## src/rtl/irq_or_collector_if.sv

```systemverilog
// rtl/irq_or_collector_if.sv - request/mask/ack and interrupt status bundle for irq_or_collector
interface irq_or_collector_if #(
   parameter int WIDTH   = 4,
   parameter int COUNT_W = 8
);
   logic [WIDTH-1:0]   inReq;
   logic [WIDTH-1:0]   inMask;
   logic               inAck;
   logic               outIrq;
   logic [WIDTH-1:0]   outPending;
   logic [WIDTH-1:0]   outCause;
   logic               outSpurious;
   logic [COUNT_W-1:0] outCount;

   modport master (
      output inReq, inMask, inAck,
      input  outIrq, outPending, outCause, outSpurious, outCount
   );

   modport slave (
      input  inReq, inMask, inAck,
      output outIrq, outPending, outCause, outSpurious, outCount
   );
endinterface

```

## src/rtl/irq_or_collector.sv

```systemverilog
// rtl/irq_or_collector.sv - edge-captured sticky pending bits merged into one acked, held-off interrupt
module or_gate (
   input  logic i_a,
   input  logic i_b,
   output logic o_y
);
   assign o_y = i_a | i_b;
endmodule

module irq_or_collector #(
   parameter int WIDTH   = 4,
   parameter int HOLDOFF = 2,
   parameter int COUNT_W = 8
) (
   input  logic inClk,
   input  logic inRstN,
   irq_or_collector_if.slave bus
);
   localparam int HW = (HOLDOFF > 1) ? $clog2(HOLDOFF) : 1;
   localparam logic [HW-1:0] HOLD_INIT = HW'(HOLDOFF - 1);

   typedef enum logic [1:0] {
      ST_IDLE    = 2'd0,
      ST_ASSERT  = 2'd1,
      ST_HOLDOFF = 2'd2
   } state_t;

   state_t             r_state;
   logic [HW-1:0]      r_hold_cnt;
   logic               r_irq;
   logic               r_spurious;
   logic [WIDTH-1:0]   r_prev_req;
   logic [WIDTH-1:0]   r_pending;
   logic [WIDTH-1:0]   r_cause;
   logic [COUNT_W-1:0] r_count;

   logic [WIDTH-1:0]   w_edge;
   logic [WIDTH-1:0]   w_masked;
   logic [WIDTH-1:0]   w_or;
   logic               w_any;
   logic               w_accept;
   logic [WIDTH-1:0]   w_clear;

   assign w_edge   = bus.inReq & ~r_prev_req;
   assign w_masked = r_pending & bus.inMask;

   // Linear chain of 2-input ORs; w_or[WIDTH-1] is the reduction of all masked pending bits.
   assign w_or[0] = w_masked[0];
   genvar gi;
   generate
      for (gi = 1; gi < WIDTH; gi++) begin : g_or
         or_gate u_or (
            .i_a (w_or[gi-1]),
            .i_b (w_masked[gi]),
            .o_y (w_or[gi])
         );
      end
   endgenerate
   assign w_any = w_or[WIDTH-1];

   assign w_accept = (r_state == ST_ASSERT) && bus.inAck;
   assign w_clear  = w_accept ? w_masked : '0;

   always_ff @(posedge inClk or negedge inRstN) begin
      if (!inRstN) begin
         r_prev_req <= '0;
         r_pending  <= '0;
         r_count    <= '0;
      end else begin
         r_prev_req <= bus.inReq;
         // A fresh edge re-sets its bit even while the ack clears it.
         r_pending  <= (r_pending & ~w_clear) | w_edge;
         if ((|w_edge) && (r_count != {COUNT_W{1'b1}})) begin
            r_count <= r_count + 1'b1;
         end
      end
   end

   always_ff @(posedge inClk or negedge inRstN) begin
      if (!inRstN) begin
         r_state    <= ST_IDLE;
         r_hold_cnt <= '0;
         r_irq      <= 1'b0;
         r_spurious <= 1'b0;
         r_cause    <= '0;
      end else begin
         r_spurious <= bus.inAck && (r_state != ST_ASSERT);
         case (r_state)
            ST_IDLE: begin
               if (w_any) begin
                  r_state <= ST_ASSERT;
                  r_irq   <= 1'b1;
               end
            end
            ST_ASSERT: begin
               if (bus.inAck) begin
                  r_state    <= ST_HOLDOFF;
                  r_irq      <= 1'b0;
                  r_hold_cnt <= HOLD_INIT;
                  r_cause    <= w_masked;
               end else if (!w_any) begin
                  r_state <= ST_IDLE;
                  r_irq   <= 1'b0;
               end
            end
            ST_HOLDOFF: begin
               if (r_hold_cnt == '0) begin
                  r_state <= ST_IDLE;
               end else begin
                  r_hold_cnt <= r_hold_cnt - 1'b1;
               end
            end
            default: begin
               r_state <= ST_IDLE;
               r_irq   <= 1'b0;
            end
         endcase
      end
   end

   assign bus.outIrq      = r_irq;
   assign bus.outPending  = r_pending;
   assign bus.outCause    = r_cause;
   assign bus.outSpurious = r_spurious;
   assign bus.outCount    = r_count;
endmodule

```

## src/flat_wrapper.sv

```systemverilog
// flat-port wrapper written by rule: the top's interface ports become plain ports
module irq_or_collector_flat 
#(
   parameter int WIDTH   = 4,
   parameter int HOLDOFF = 2,
   parameter int COUNT_W = 8
)
  (inClk, inRstN, bus_inReq, bus_inMask, bus_inAck, bus_outIrq, bus_outPending, bus_outCause, bus_outSpurious, bus_outCount);
  irq_or_collector_if #(.WIDTH(WIDTH), .COUNT_W(COUNT_W)) bus_i ();
  input  logic inClk;
  input  logic inRstN;
  input wire logic [$bits(bus_i.inReq)-1:0] bus_inReq;
  input wire logic [$bits(bus_i.inMask)-1:0] bus_inMask;
  input wire logic [$bits(bus_i.inAck)-1:0] bus_inAck;
  output wire logic [$bits(bus_i.outIrq)-1:0] bus_outIrq;
  output wire logic [$bits(bus_i.outPending)-1:0] bus_outPending;
  output wire logic [$bits(bus_i.outCause)-1:0] bus_outCause;
  output wire logic [$bits(bus_i.outSpurious)-1:0] bus_outSpurious;
  output wire logic [$bits(bus_i.outCount)-1:0] bus_outCount;
  assign bus_i.inReq = bus_inReq;
  assign bus_i.inMask = bus_inMask;
  assign bus_i.inAck = bus_inAck;
  assign bus_outIrq = bus_i.outIrq;
  assign bus_outPending = bus_i.outPending;
  assign bus_outCause = bus_i.outCause;
  assign bus_outSpurious = bus_i.outSpurious;
  assign bus_outCount = bus_i.outCount;
  irq_or_collector #(.WIDTH(WIDTH), .HOLDOFF(HOLDOFF), .COUNT_W(COUNT_W)) u_core (.inClk(inClk), .inRstN(inRstN), .bus(bus_i));
endmodule
```

## config.mk

```make
export PLATFORM = sky130hd
export DESIGN_NAME = irq_or_collector_flat
export DESIGN_NICKNAME = d
export VERILOG_FILES = /design/src/rtl/irq_or_collector_if.sv /design/src/rtl/irq_or_collector.sv /design/src/flat_wrapper.sv
export SDC_FILE = /design/constraint.sdc
export NUM_CORES = 1
export LEC_CHECK = 0
export CORE_ASPECT_RATIO = 1.5
export CORE_MARGIN = 3
export CORE_UTILIZATION = 45
export DETAILED_ROUTE_END_ITERATION = 12
export PLACE_DENSITY = 0.76
export SLEW_MARGIN = 10
export SYNTH_ARGS = -nofsm -noshare
export SYNTH_HDL_FRONTEND = slang
export SYNTH_SLANG_ARGS = --single-unit
export TNS_END_PERCENT = 10
```

## constraint.sdc

```tcl
create_clock -name inClk -period 2.3 [get_ports inClk]
set_clock_uncertainty 0.05 [all_clocks]
set_input_delay 0.23 -clock inClk [delete_from_list [all_inputs] [get_ports inClk]]
set_output_delay 0.23 -clock inClk [all_outputs]
set_load 0.02 [all_outputs]
```

# Word level (Yosys, flattened, before mapping)
# Cells that the tools add are included.
dict set report word_totals {
  out_inout_bits 18
  input_bits 11
  regBits 25
  wordCells 51
}
dict set report op_classes {
  n_bitwise 10
  mux 13
  eq_ne 8
  add_sub_neg 2
  n_reduce_logical 10
}
# operator n
set op_table {}
lappend op_table {{$and 4x4->4} 3}
lappend op_table {{$add 8x1->8 const B} 1}
lappend op_table {{$mux 2} 4}
lappend op_table {{$ne 8x8->1 const B} 1}
lappend op_table {{$not 4->4} 2}
lappend op_table {{$ne 2x2->1 const B} 3}
lappend op_table {{$pmux 2 s3} 1}
lappend op_table {{$reduce_and 3->1} 2}
lappend op_table {{$mux 1} 5}
lappend op_table {{$mux 4} 1}
lappend op_table {{$or 4x4->4} 1}
lappend op_table {{$reduce_and 2->1} 2}
lappend op_table {{$reduce_or 4->1} 1}
lappend op_table {{$logic_and 1x1->1} 3}
lappend op_table {{$ne 3x3->1 const B} 1}
lappend op_table {{$or 1x1->1} 3}
lappend op_table {{$pmux 1 s3} 1}
lappend op_table {{$eq 2x1->1 const B} 1}
lappend op_table {{$eq 2x2->1 const B} 1}
lappend op_table {{$logic_not 2->1} 1}
lappend op_table {{$ne 2x1->1 const B} 1}
lappend op_table {{$pmux 1 s2} 1}
lappend op_table {{$reduce_bool 2->1} 1}
lappend op_table {{$not 1->1} 1}
lappend op_table {{$sub 1x1->1 const B} 1}

# Longest topological paths before layout
# Gate-level depths: netlist (run 1).
dict set report logic_depth {
  depth_word 7
  ltp_mapped 4
  ltp_nobuf 4
}

# Hierarchy
# Synthesis (run 1) repeated with hierarchy kept, for this count alone.
dict set report hier_totals {
  hier_cells 93
  hier_area_um2 1063.5
}
# module area_each_um2 cells_per_inst n_inst
set modules_own_cells {}
lappend modules_own_cells {irq_or_collector 1044.8 90 1}
lappend modules_own_cells {or_gate 6.3 1 3}

# Least setup slack after synthesis (run 1)
# No wires, ideal clock.
dict set report synth_timing {
  kind {flip-flop to flip-flop}
  startpoint {reg u_core.r_count[2], in the netlist u_core.bus.outCount[2]}
  endpoint {reg u_core.r_count[1], in the netlist u_core.bus.outCount[1]}
  period_less_slack_ns 1.490
  path_slack_ns 0.810
  path_stages_with_launch 5
  arrival_time_ns 1.315
  path_cell_list {dfrtp_1 -> and4_4 -> nand4_4 -> nand2_4 -> mux2_4}
}
dict set report synth_between {
  elab_chain_len 2
}
# item line
set synth_lines {}
lappend synth_lines {{start: declaration} irq_or_collector.sv:35} ;# logic [COUNT_W-1:0] r_count;
lappend synth_lines {{start signal: assignment} irq_or_collector.sv:74} ;# r_count <= r_count + 1'b1;
lappend synth_lines {{$ne 8x8->1} irq_or_collector.sv:73} ;# if ((|w_edge) && (r_count != {COUNT_W{1'b1}})) begin
lappend synth_lines {{$logic_and 1x1->1} irq_or_collector.sv:73}
# No other way between the ends.
# A chain may end at the register's enable or synchronous reset.

# Worst setup path after layout (run 1)
dict set report layout_timing {
  startpoint {reg u_core.r_count[2], in the netlist u_core.bus.outCount[2]}
  endpoint {out bus_outCount[2]}
}
# item line
set layout_rtl {}
lappend layout_rtl {{end: declaration} flat_wrapper.sv:19} ;# output wire logic [$bits(bus_i.outCount)-1:0] bus_outCount;
# No word-level cell between the ends.

==> summary.md, run 1 <==
| Metric | Value |
|---|---|
| Total power | 1.70 mW |
| Register-to-Register Path Depth | 4 |
| Sequential cell area | 626 um2 |
| Inserted Clock Buffers | 3 |
| Ant diodes | 0 |
| Mapped Cells | 92 |
| Wirelength, routed | 1910 um |
| Drt wl/cell | 13.1 um |
| Post-Syn Area | 0.00106 mm2 |
| Mux contribution to synthesized area | 1.42% |
| CP max FO | 6 |
| Post-Route Utilization | 65.6% |
| YS warnings | 0 |
| Cts hold-fix bufs | 0 |
| GRT Util Overall | 15.1% |
| Synth top area cells | dfrtp_1 59%, nand2_1 6.4%, xnor2_1 5.8% |
| CP delay by family, top | buffers and inverters |
| Fin worst setup slack | 0.608 ns |
| Cell taking the most area after synthesis | dfrtp_1 |
| Starting Density | 49.6% |
| I/O pin count | 29 |
| PortBufs | 28 |
| Adder-cell share of the synthesized area | 1.18% |
| Nets | 137 |
| Sequential area share after synthesis | 59.2% |
| WP data required | 2.02 ns |
| Layout cells sized above 1 | 9.68% |
| Worst setup EP type | output pin |
| Ys flop type | dfrtp_1 |
| Worst hold path class | input port to asynchronous set/reset pin |
| R2R Path End | u_core.bus.outCount[1] |
| Row Count | 20 |
| Worst-Margin Slew | 0.310 ns |
| Startpoint types | flip-flop |
| DR iter-0 viols | 14 |
| Fin cells | 146 |
| Max Root-Sink Buffers | 2 |
| CTS tree | done |
| Status | completed |
| Cell variety after synth | 24 |
| Clock Latency Late Sink | 0.31 ns |
| Biggest cell delay along the critical path | 0.64 ns |
| Full die area | 0.00298 mm2 |
| WP data arrival | 1.41 ns |
| Relative slew margins | 79.3% |
| Detailed Place HPWL | 1480 um |
| Post-CTS Setup Repair Bufs | 0 |
| Placed insts | 142 |
| #FFs+latches synth | 25 |
| Most frequent cells after synthesis | 25 x dfrtp_1, 18 x nand2_1, 10 x nand3_1 |
| CTS H-Tree Depth | 1 |
| Placer Congestion | 0.873 |
| Remaining DRCs | 0 |
| Vias per cell | 5.31 |
| Clock sinks | 25 |
| Post-synth ARST share | 100% |
| Syn nets | 104 |
| Vias in the first global route | 816 |
| Max-slew violations | 0 |
| Area delta synth->final | 32.1% |
| GRT overflow | 0 |
| Die width | 45.6 um |
| Slowest stage cell, crit path | clkdlybuf4s50_1 |
| Syn Area/Cell | 11.5 um2 |
| Bufs and invs on worst path | 1 |
| EDFF count, synth | 0 |
| Pin count of the biggest net entering global routing | 26 |
| Vias | 775 |
| Die H | 65.3 um |
| R2r setup slk | 0.84 ns |
| Synth top area share | 59.2% |
| Fmax | 0.591 GHz |
| Final period utilization | 73.6% |
| Peak supply drop | 720 uV |
| Remaining antenna violation count after routing | 0 |
| Pwr Density | 1220 mW/mm2 |
| P_leak | 0.626 nW |
| Most common cell in the synthesized netlist | dfrtp_1 |
| Post-cts resize count | 0 |
| DRT Pass-1 Iters | 4 |
| RR Startpoint | u_core.bus.outCount[1] |
| Initial antenna violation count | 0 |
| Worst slack, placed | 0.614 ns |
| Core Box Area | 0.00213 mm2 |
| Compound-cell area share of the yosys netlist | 7.11% |
| First-pass GRT wire length | 3430 um |
| Final setup vio count | 0 |
| Post-synthesis xor/xnor area fraction | 5.81% |
| Root Driver | clkbuf_4 |
| RSZ-0062 raised after global routing | no |
| Synth Area in Simple Gates | 23.8% |
| Fillers | 189 |
| Fin crit period | 1.69 ns |
| Largest family of logic cells by synthesized area | simple AND/OR/NAND/NOR gates |
| Hold Fails Final Rpt | 0 |
| Crit Path Class | flip-flop to output pin |
| Worst-path cell chain | clkdlybuf4s50_1 |
| Multi-input gate area in the final layout | 415 um2 |
| CTS clock-pin slew for the worst setup and hold paths | 0.13 ns |
| MaxCap Viol Count | 0 |
| Fin Setup TNS | 0 ns |
-- cell usage in the layout (no fill, tap or decap), types with 3 or more instances in the layout --
cell type        Yosys  routed
clkbuf_4             0       3
clkdlybuf4s50_1      0      28
dfrtp_1             25      25
inv_1                3       3
nand2_1             18      18
nand3_1             10      10
o21ai_0              6       6
xnor2_1              7       7
-- power breakdown --
group	switching [mW]	total (mW)	internal, mW
sequential	0.155	0.750	0.595
clock	0.124	0.189	0.0649
combinational	0.373	0.763	0.389
total	0.652	1.70	1.05
-- area by class of cell --
type                       instances  share of cell area, %
multi-input combinational         63                   29.8
timing repair buffer              29                   20.6
inverter                           3                  0.807
clock buffer                       3                   1.61
sequential                        25                   44.8
clock inverter                     1                  0.359
tap                               22                   1.97
-- kinds of logic after synthesis --
kind of cell / count (synthesis)
XOR/XNOR: 7
buffers and inverters: 4
multiplexers: 1
adder cells (fa/ha/maj): 1
AND/OR/NAND/NOR: 42
AO/OA/AOI/OAI: 12
flip-flops: 25
-- worst max-delay path by stage --
stage | start | to | slack, ns | depth (start not counted)
after floorplan | u_core.bus.outCount[2] | u_core.bus.outCount[1] | 0.81 | 4
after global placement | bus_inReq[0] | u_core.bus.outCount[1] | 0.65 | 5
after detailed placement | bus_inReq[0] | u_core.bus.outCount[1] | 0.61 | 5
after CTS | u_core.bus.outCount[2] | bus_outCount[2] | 0.59 | 1
after global routing | u_core.bus.outCount[2] | bus_outCount[2] | 0.53 | 1
final | u_core.bus.outCount[2] | bus_outCount[2] | 0.61 | 1
-- registers in the layout, summed over array words and instances, names as in the netlist --
name                    flops
u_core.bus.outCount         8
u_core.bus.outCause         4
u_core.bus.outPending       4
u_core.r_prev_req           4
u_core.r_state              2
u_core.bus.outIrq           1
u_core.bus.outSpurious      1
u_core.r_hold_cnt           1
-- metal layers --
metal	up-vias	wire, um	global-route usage, %
li1	383	-	-
met1	370	801	19.8
met2	20	998	24.7
met3	2	104	3.01
met4	0	8	4.40
met5	-	0	0
-- stage by stage --
stage                     hold slack [ns]  cell area, um2
after floorplan                    -0.116            1060
after global placement              0.412            1370
after detailed placement            0.421            1370
after CTS                           0.207            1400
after global routing                0.200            1400
final                               0.207            1400
Power figures use the tool's default switching activity.
==> inputs of run 2 (changes only) <==
==> constraint.sdc (replaced) <==
create_clock -name inClk -period 1.57 [get_ports inClk]
set_clock_uncertainty 0.05 [all_clocks]
set_input_delay 0.157 -clock inClk [delete_from_list [all_inputs] [get_ports inClk]]
set_output_delay 0.157 -clock inClk [all_outputs]
set_load 0.02 [all_outputs]
==> summary.md, run 2 (same netlist as run 1, synthesis figures left out) <==
| Metric | Value |
|---|---|
| Worst setup EP type | output pin |
| CP delay by family, top | buffers and inverters |
| Ant diodes | 0 (unchanged) |
| Root Driver | clkbuf_4 |
| Startpoint types | flip-flop |
| I/O pin count | 29 (unchanged) |
| Post-Route Utilization | 66.5% (+0.94 points) |
| Placement Cell Area | 0.00139 mm2 (+1.6%) |
| Bufs and invs on worst path | 1 (unchanged) |
| Slowest stage cell, crit path | clkdlybuf4s50_1 |
| Commonest cells after routing, fill and taps aside | 25 x dfrtp_1, 18 x nand2_1, 18 x clkdlybuf4s50_1, 10 x nand3_1 |
| Worst-Margin Slew | 0.304 ns (-0.00596 ns) |
| Die width | 45.6 um (unchanged) |
| Nets | 140 (+2.2%) |
| Crit Path Class | flip-flop to output pin |
| Fin crit period | 1.51 ns |
| CTS tree | done |
| Vias per cell | 5.13 (-3.3%) |
| Full die area | 0.00298 mm2 (unchanged) |
| Die H | 65.3 um (unchanged) |
| Design Area, Final | 0.00142 mm2 (+1.4%) |
| Final hold slack | 0.143 ns (-0.0643 ns) |
| Clock Latency Late Sink | 0.31 ns (about the same) |
| Remaining antenna violation count after routing | 0 (unchanged) |
| Inserted Clock Buffers | 3 (unchanged) |
| DR iter-0 viols | 17 (+3) |
| Most common cell after layout, fill and taps aside | dfrtp_1 |
| P_leak | 0.684 nW (+9.2%) |
| Fillers | 182 (-3.7%) |
| Post-CTS Setup Repair Bufs | 0 (unchanged) |
| Initial antenna violation count | 0 (unchanged) |
| CTS H-Tree Depth | 1 (unchanged) |
| Area delta synth->final | 34.0% |
| Max Root-Sink Buffers | 2 (unchanged) |
| Row Count | 20 (unchanged) |
| Fmax | 0.661 GHz |
| Worst-path cell chain | clkdlybuf4s50_1 |
| RSZ-0062 raised after global routing | no |
| Cts hold-fix bufs | 0 (unchanged) |
| Total power | 2.46 mW (+44%) |
| GRT Util Overall | 16.4% (+1.3 points) |
| WP data arrival | 1.31 ns (-0.10 ns) |
| Remaining DRCs | 0 (unchanged) |
| Pwr Density | 1740 mW/mm2 (+42%) |
| Vias in the first global route | 812 (-0.49%) |
| Core Box Area | 0.00213 mm2 (unchanged) |
| CP max FO | 3 (-3) |
| Biggest cell delay along the critical path | 0.61 ns (-0.03 ns) |
| Worst hold path class | input port to asynchronous set/reset pin |
| Final period utilization | 96.4% |
| GRT overflow | 0 (unchanged) |
| Hold Fails Final Rpt | 0 (unchanged) |
| Relative slew margins | 79.7% (+0.40 points) |
| Status | completed |
| Vias | 765 (-1.3%) |
| WP data required | 1.36 ns (-0.66 ns) |
| Placer Congestion | 0.878 (+0.58%) |
| Drt wl/cell | 13.8 um (+5.2%) |
| CTS clock-pin slew for the worst setup and hold paths | 0.13 ns (about the same) |
| Layout cells sized above 1 | 11.0% (+1.3 points) |
| Starting Density | 49.6% (unchanged) |
| Clock sinks | 25 (unchanged) |
| Final setup vio count | 0 (unchanged) |
| First-pass GRT wire length | 3730 um (+8.7%) |
| Peak supply drop | 913 uV (+27%) |
| Detailed Place HPWL | 1570 um (+6.3%) |
| Wirelength, routed | 2050 um (+7.3%) |
| MaxCap Viol Count | 0 (unchanged) |
| Pin count of the biggest net entering global routing | 26 (unchanged) |
| DRT Pass-1 Iters | 3 (-1) |
| Placed insts | 145 (+2.1%) |
| Fin cells | 149 (+2.1%) |
| Max-slew violations | 0 (unchanged) |
| Max FFs per register | 8 (unchanged) |
| PortBufs | 28 (unchanged) |
run 2: report_power, final:
group	total, mW	internal [mW]	switching, mW
Combinational	1.07	0.523	0.551
Sequential	1.10	0.872	0.232
Clock	0.277	0.0991	0.178
run 2: metal layers:
layer  GRT usage, %  vias to the layer above  part of all wire (%)
met3           2.74                        2                   4.8
met5              0                        -                     0
met1           22.8                      350                    41
li1               -                      393                     -
met4           4.40                        0                  0.39
met2           25.9                       20                    53
run 2: cell type report:
class                      count  area [um2]  area share (%)
sequential                    25         626            44.2
multi-input combinational     63         415            29.4
timing repair buffer          32         309            21.8
tap                           22        27.5            1.95
clock buffer                   4        26.3            1.86
inverter                       3        11.3           0.796
run 2: timing repair:
action,CTS,global route
resized for setup,7,3
setup endpoints to repair,7,3
hold endpoints to repair,0,0
run 2: worst paths after layout:
kind / startpoint / endpoint / slack (ns) / cells past startpoint
worst max-delay path: u_core.bus.outPending[3] / bus_outPending[3] / 0.06 / 1
worst min-delay path: inRstN / u_core.bus.outCount[0] / 0.14 / 2
worst max register to register: u_core.bus.outCount[0] / u_core.bus.outCount[1] / 0.09 / 4
worst min register to register: u_core.bus.outCause[2] / u_core.bus.outCause[2] / 0.45 / 2
max in group asynchronous: inRstN / u_core.r_prev_req[0] / 1.09 / 2
min in group inClk: bus_inReq[1] / u_core.r_prev_req[1] / 0.25 / 1
run 2: stage by stage:
| step | worst slack, ns | setup TNS [ns] |
|---|---|---|
| 5_1_grt | 0.000409 | 0 |
| 4_1_cts | 0.00645 | 0 |
| 3_3_place_gp | -0.00238 | -0.00238 |
| 6_report | 0.0560 | 0 |
| 3_5_place_dp | -0.0282 | -0.0282 |
| 2_1_floorplan | 0.0801 | 0 |
